### config.mk
export PLATFORM = sky130hd
export DESIGN_NAME = uart_cmd_bridge
export DESIGN_NICKNAME = d
export VERILOG_FILES = /design/src/rtl/uart_bridge_pkg.sv /design/src/rtl/uart_cmd_bridge.sv
export SDC_FILE = /design/constraint.sdc
export NUM_CORES = 1
export LEC_CHECK = 0
export ABC_AREA = 1
export CORE_MARGIN = 2
export CORE_UTILIZATION = 45
export DETAILED_ROUTE_END_ITERATION = 10
export PLACE_DENSITY = 0.73
export RECOVER_POWER = 25
export SETUP_SLACK_MARGIN = 0.15
export SLEW_MARGIN = 20
export SYNTH_ARGS = -nofsm -noshare
export SYNTH_HDL_FRONTEND = slang
export SYNTH_SLANG_ARGS = --single-unit
export TNS_END_PERCENT = 1
### constraint.sdc
create_clock -name clk -period 1.67 [get_ports clk]
set_input_delay 0.2505 -clock clk [delete_from_list [all_inputs] [get_ports clk]]
set_output_delay 0.2505 -clock clk [all_outputs]
set_load 0.05 [all_outputs]
### src/rtl/uart_bridge_pkg.sv
// Shared types and protocol constants for the UART register-access bridge.
package uart_bridge_pkg;

    typedef enum logic [3:0] {
        StIdle,
        StGetAddr,
        StGetData,
        StRegWr,
        StRegRd,
        StRdCap,
        StSend,
        StWaitHi,
        StWaitLo
    } bridge_state_t;

    localparam logic [7:0] CMD_WR  = 8'h57;
    localparam logic [7:0] CMD_RD  = 8'h52;
    localparam logic [7:0] RSP_ACK = 8'h06;
    localparam logic [7:0] RSP_NAK = 8'h15;

    function automatic logic [7:0] sat_inc(input logic [7:0] v);
        return (v == 8'hFF) ? v : v + 8'd1;
    endfunction

endpackage

### src/rtl/uart_cmd_bridge.sv
// Decodes 'W' addr data / 'R' addr commands from uart_rx, performs one local
// register access and answers with a single byte through uart_tx.
module uart_cmd_bridge
    import uart_bridge_pkg::*;
#(
    parameter int unsigned TIMEOUT_CYC = 43400
) (
    input  logic       clk,
    input  logic       rst,
    input  logic [7:0] rx_data,
    input  logic       rx_done,
    input  logic       parity_error,
    input  logic       framing_error,
    output logic       tx_start,
    output logic [7:0] tx_data,
    input  logic       tx_busy,
    output logic [7:0] reg_addr,
    output logic [7:0] reg_wdata,
    output logic       reg_we,
    output logic       reg_re,
    input  logic [7:0] reg_rdata,
    output logic       bridge_busy,
    output logic [7:0] err_cnt
);

    localparam int unsigned CNT_W = $clog2(TIMEOUT_CYC);
    localparam logic [CNT_W-1:0] TMO_LAST = CNT_W'(TIMEOUT_CYC - 1);

    bridge_state_t    state_q;
    logic             is_wr_q;
    logic [CNT_W-1:0] tmo_cnt_q;
    logic             rx_good;
    logic             rx_bad;
    logic             rx_drop;

    assign rx_good = rx_done & ~parity_error & ~framing_error;
    assign rx_bad  = rx_done & (parity_error | framing_error);
    // Bytes landing while a transaction is executing or responding are discarded.
    assign rx_drop = rx_done & ~(state_q inside {StIdle, StGetAddr, StGetData});

    assign bridge_busy = (state_q != StIdle);
    // Decoded from the state register so the strobe lands in the SEND cycle itself.
    assign tx_start    = (state_q == StSend) & ~tx_busy;

    always_ff @(posedge clk or negedge rst) begin
        if (!rst) begin
            state_q   <= StIdle;
            is_wr_q   <= 1'b0;
            tmo_cnt_q <= '0;
            tx_data   <= '0;
            reg_addr  <= '0;
            reg_wdata <= '0;
            reg_we    <= 1'b0;
            reg_re    <= 1'b0;
            err_cnt   <= '0;
        end else begin
            reg_we <= 1'b0;
            reg_re <= 1'b0;
            if (rx_drop) begin
                err_cnt <= sat_inc(err_cnt);
            end

            unique case (state_q)
                StIdle: begin
                    if (rx_good && rx_data == CMD_WR) begin
                        is_wr_q   <= 1'b1;
                        tmo_cnt_q <= '0;
                        state_q   <= StGetAddr;
                    end else if (rx_good && rx_data == CMD_RD) begin
                        is_wr_q   <= 1'b0;
                        tmo_cnt_q <= '0;
                        state_q   <= StGetAddr;
                    end else if (rx_done) begin
                        tx_data <= RSP_NAK;
                        err_cnt <= sat_inc(err_cnt);
                        state_q <= StSend;
                    end
                end
                StGetAddr, StGetData: begin
                    if (rx_good) begin
                        tmo_cnt_q <= '0;
                        if (state_q == StGetAddr) begin
                            reg_addr <= rx_data;
                            if (is_wr_q) begin
                                state_q <= StGetData;
                            end else begin
                                reg_re  <= 1'b1;
                                state_q <= StRegRd;
                            end
                        end else begin
                            reg_wdata <= rx_data;
                            reg_we    <= 1'b1;
                            state_q   <= StRegWr;
                        end
                    end else if (rx_bad) begin
                        tmo_cnt_q <= '0;
                        tx_data   <= RSP_NAK;
                        err_cnt   <= sat_inc(err_cnt);
                        state_q   <= StSend;
                    end else if (tmo_cnt_q == TMO_LAST) begin
                        // Abandoned command: silently return to idle.
                        tmo_cnt_q <= '0;
                        err_cnt   <= sat_inc(err_cnt);
                        state_q   <= StIdle;
                    end else begin
                        tmo_cnt_q <= tmo_cnt_q + CNT_W'(1);
                    end
                end
                StRegWr: begin
                    tx_data <= RSP_ACK;
                    state_q <= StSend;
                end
                StRegRd: begin
                    state_q <= StRdCap;
                end
                StRdCap: begin
                    tx_data <= reg_rdata;
                    state_q <= StSend;
                end
                StSend: begin
                    if (!tx_busy) begin
                        state_q <= StWaitHi;
                    end
                end
                StWaitHi: begin
                    if (tx_busy) begin
                        state_q <= StWaitLo;
                    end
                end
                StWaitLo: begin
                    if (!tx_busy) begin
                        state_q <= StIdle;
                    end
                end
                default: begin
                    state_q <= StIdle;
                end
            endcase
        end
    end

endmodule

After elaboration in Yosys (flattened, before gate mapping)
Index checks and enable logic that the tools add are counted.

Eq/ne operators: 23. Multiplexer cells: 42. Bitwise gates (word level): 11. Reduce and logical (&&, ||, !) cells: 16. Add/subtract/negate cells: 2.

Operator list (number): $mux 8 (13); $mux 16 (5); $mux 4 (10); $pmux 16 s2 (1); $pmux 8 s4 (1); $pmux 4 s7 (1); $add 16x1->16 const B (1); $eq 16x16->1 const B (1); $eq 4x3->1 const B (4); $eq 8x7->1 const B (2); $ne 2x2->1 const B (8); $pmux 8 s2 (1); $mux 1 (9); $add 8x1->8 const B (1); $eq 4x2->1 const B (2); $eq 8x8->1 const B (1); $reduce_bool 4->1 (2); $reduce_and 3->1 (2); $reduce_and 6->1 (1); $and 1x1->1 (5); $not 1->1 (5); $reduce_and 5->1 (1); $eq 4x1->1 const B (1); $eq 4x4->1 const B (1); other kinds (11) (15).

Bits in registers: 55. Input bits: 22.

Logic depth before layout (Yosys ltp)
Depth in word-level cells: 9. Depth in mapped cells: 13.

Least setup slack after synthesis
No wires, ideal clock.

Path kind: register -> register. Start: register err_cnt[0]. End: register err_cnt[1]. Buffers on the path: 0. Arrival time: 1.844 ns. Data required time: 1.547 ns. Setup time: 0.123 ns. Stages on the path, launching flop included: 11. Path slack: -0.297 ns. Cells stage by stage: dfrtp_1 -> ha_1 -> nand2_1 -> nor2_4 -> nand2_2 -> o21ai_0 -> o21ai_1 -> nand2_1 -> nand2_1 -> o21ai_0 -> nand2_1.

Cells in the longest elaborated chain, start to end: 7. Elaborated cells between the ends (all ways): 11.

Ends and longest elaborated chain: start: declaration (line uart_cmd_bridge.sv:23) `output logic [7:0] err_cnt`; start signal: assignment (line uart_cmd_bridge.sv:60) `err_cnt <= sat_inc(err_cnt);`; start signal: assignment (line uart_cmd_bridge.sv:75) `err_cnt <= sat_inc(err_cnt);`; start signal: assignment (line uart_cmd_bridge.sv:98) `err_cnt <= sat_inc(err_cnt);`; $add 8x1->8 or $eq 8x8->1 (tied branches) (line uart_bridge_pkg.sv:22) `return (v == 8'hFF) ? v : v + 8'd1;`; $mux 8 * (line uart_bridge_pkg.sv:22); $mux 8 (line uart_cmd_bridge.sv:59) `if (rx_drop) begin`; $mux 8 (on tied branches) (line uart_cmd_bridge.sv:100, uart_cmd_bridge.sv:73); $mux 8 (on tied branches) (line uart_cmd_bridge.sv:95, uart_cmd_bridge.sv:69); $mux 8 (on tied branches) (line uart_cmd_bridge.sv:80, uart_cmd_bridge.sv:65); $pmux 8 s2 * (line uart_cmd_bridge.sv:63) `unique case (state_q)`.

Every way passes the cells marked *; elsewhere a longest branch is shown, timed or not. A chain may end at the register's enable or synchronous reset.

Worst setup path in the final report
Start: register state_q[3]. End: output port tx_start.

Cells in the longest elaborated chain, start to end: 2.

Ends and longest elaborated chain: start: declaration (line uart_cmd_bridge.sv:29) `bridge_state_t state_q;`; start signal: assignment (line uart_cmd_bridge.sv:47) `state_q <= StIdle;`; start signal: assignment (line uart_cmd_bridge.sv:68) `state_q <= StGetAddr;`; start signal: assignment (line uart_cmd_bridge.sv:72) `state_q <= StGetAddr;`; $eq 4x3->1 (line uart_cmd_bridge.sv:43) `assign tx_start = (state_q == StSend) & ~tx_busy;`; $and 1x1->1 (line uart_cmd_bridge.sv:43); end: declaration (line uart_cmd_bridge.sv:14) `output logic tx_start,`.

Every way passes these cells.

==> results.ini <==
[logic_synthesis]
synth_cells=449
syn-num-nets=473
seq_area_frac_synth_pct=42.5
synth_common_cells=nand2_1 (124), dfrtp_1 (55), inv_1 (54), nor2_1 (49), nand3_1 (34)
syn_area_um2=3240
synth_top_area_cell=dfrtp_1
ys_seq_elements=55
synth_flop_cell=dfrtp_1
synth_area_per_cell_um2=7.21
yosysTopAreaCellShare_pct=42.5
synth_edf_count=0
yosysMostFrequentCell=nand2_1
async_flop_share_pct=100
yosysWarnings=0
synthTopCellsByArea=dfrtp_1 (43%), nand2_1 (14%), inv_1 (6.3%), nor2_1 (5.7%), nand3_1 (5.3%)
synthDistinctLibCells=34

[clocking]
clock_latency_ns=0.31
htree_num_levels=2
cts_sinks=55
clockBufferDepth=2
cts_buffers=5
cts_tree=built
clk_pin_slew_ns=0.11
root_buffer=clkbuf_8

[sta]
max_freq_ghz=0.626
max_slew.worst_pin.slew_ns=0.775
tns_ns=0
setup_viol=0
hold_ws_ns=0.482
fin_skew_ns=0.00849
report.final.hold_viol_count=0
rsz0062_at_grt=yes
slew_headroom_pct=48.3
final.min_clock_period_ns=1.60
finalCritPeriodShare_pct=95.6
slew_violations=0

[layout]
syn_to_final_growth_pct=36.8
antennaDiodeCount=0
final_nets=585
layout-drive-gt1-share_pct=27.0

[grt]
grt_pass1_wl_mm=14.6
grt_pass1_vias=3296
antenna_found_initial=0
grt_max_degree=32
grt-ovfl-total=0
grtUsageTotal_pct=23.4

[setup_path]
arrival_ns=1.35
worst-path-max-fanout=4
timing_worst_setup_path_type=flop to output port
cp-end-kind=output port
cp-start-kind=flop
required_ns=1.42
crit_start=state_q[3]
r2r-start=state_q[1]

[power]
peakVddDrop_mv=1.21
leakage_nw=2.18
powerDensity_nw_per_um2=1700

[route]
drt_iter0_markers=166
postRouteAntennaNets=0
vias_per_cell=5.11
drc=0
drt_first_pass_iters=5
via_count=3361
avgRoutedWirePerCell_um=13.1
wl_mm=8.62

[placement]
io_buffers=57
hpwl_mm=6.58
place_congestion=0.991

[floorplanning]
boundaryPins=58
dieArea_um2=7890
start_util_pct=47.1
row_count=30
die_w_um=88.8
core_region_area_um2=6870
fp.dieH_um=88.8

[outcome]
outcome=finished clean

[min_path]
holdCritStartpoint=reg_rdata[3]
hold_class=input pin to flop

[run]
cap_violations=0

logic make-up (layout without fill, tap and decap cells):
logic type / after synthesis / after routing / share of synthesized area (%)
adders and majority gates: 2 / 2 / 0.773
and+or+nand+nor: 251 / 251 / 35.1
xor gates and xnor gates: 8 / 8 / 2.16
DFF: 55 / 55 / 42.5
buffers and inverters: 67 / 180 / 8.31
AOI/OAI and AO/OA: 66 / 66 / 11.2
through the flow:
stage	area [µm²]	power [mW]	util [%]	setup WS [ns]	cells
6_report	4430	7.52	64.5	0.0728	658
5_1_grt	4430	8.09	64.5	-0.108	658
4_1_cts	4380	7.44	63.7	0.0213	657
3_5_place_dp	4210	6.56	61.3	-0.362	643
3_3_place_gp	4210	6.46	61.3	-0.293	643
2_1_floorplan	3290	5.02	-	0.00850	449
critical path, stage by stage, from the launching register on:
cell,delay (ns)
dfrtp_2,0.46
inv_2,0.08
nand2_2,0.07
nor2_4,0.11
nand2_4,0.07
nor2_4,0.10
buf_12,0.14
worst paths after layout:
| check | endpoint | slack (ns) | depth (start not counted) |
|---|---|---|---|
| min reg2reg | reg_addr[2] | 0.49 | 2 |
| min in group asynchronous | tmo_cnt_q[8] | 0.60 | 3 |
| max in group asynchronous | err_cnt[1] | 0.47 | 3 |
| max | tx_start | 0.07 | 6 |
| max reg2reg | state_q[1] | 0.07 | 10 |
| min | tx_data[3] | 0.48 | 3 |
what timing repair did:
action | 4_1_cts | 5_1_grt
resized for setup | 11 | 22
pin swaps | 3 | 5
cloned | 0 | 0
hold buffers | 1 | 0
endpoints found under the hold margin | 55 | 0
endpoints found under the setup margin | 43 | 56
buffers inserted | 5 | 1
report_power, final:
part	leakage [nW]	switching, mW	internal [mW]
combinational	1.43	3.04	1.64
sequential	0.700	0.320	1.75
clock	0.0418	0.467	0.303
cell usage in the layout, fill, tap and decap left out, types with 2 or more instances in the layout:
cell type          n
inv_1             52
inv_6              2
nand2_2            7
dfrtp_2           13
nor2_4             8
o22ai_1            2
o21ai_0           28
dfrtp_1           42
a21oi_1            9
o41ai_1            2
clkbuf_8           5
nand3_2            4
nand2_4            6
buf_4             86
clkbuf_2           2
nor2_1            44
o211ai_1           5
nand2_1          116
xor2_1             7
or2_0              2
clkbuf_1           2
nor3_1             9
nand3_1           31
nor2_2             3
clkdlybuf4s50_1   19
o21ai_1           16
inv_2              7
nand4_1           16
flip-flops by register name, summed over array words and instances (netlist names):
register and flops:
reg_we 1, reg_wdata 8, tx_data 8, reg_addr 8, reg_re 1, err_cnt 8, tmo_cnt_q 16, is_wr_q 1
state_q 4
layer usage:
layer	GRT usage [%]	wire, µm
met3	4.85	595
met4	8.54	140
met2	38.5	4070
met5	0	0
met1	30.5	3810
layout make-up:
cell class,instances,area [µm²]
clock inverters,2,16.3
well taps,96,120
inverters,61,236
clock buffers,6,72.6
repair buffers,111,888
fillers,589,2440
multi-input cells,327,1700
flip-flops and latches,55,1390
(Power assumes the default switching activity.)
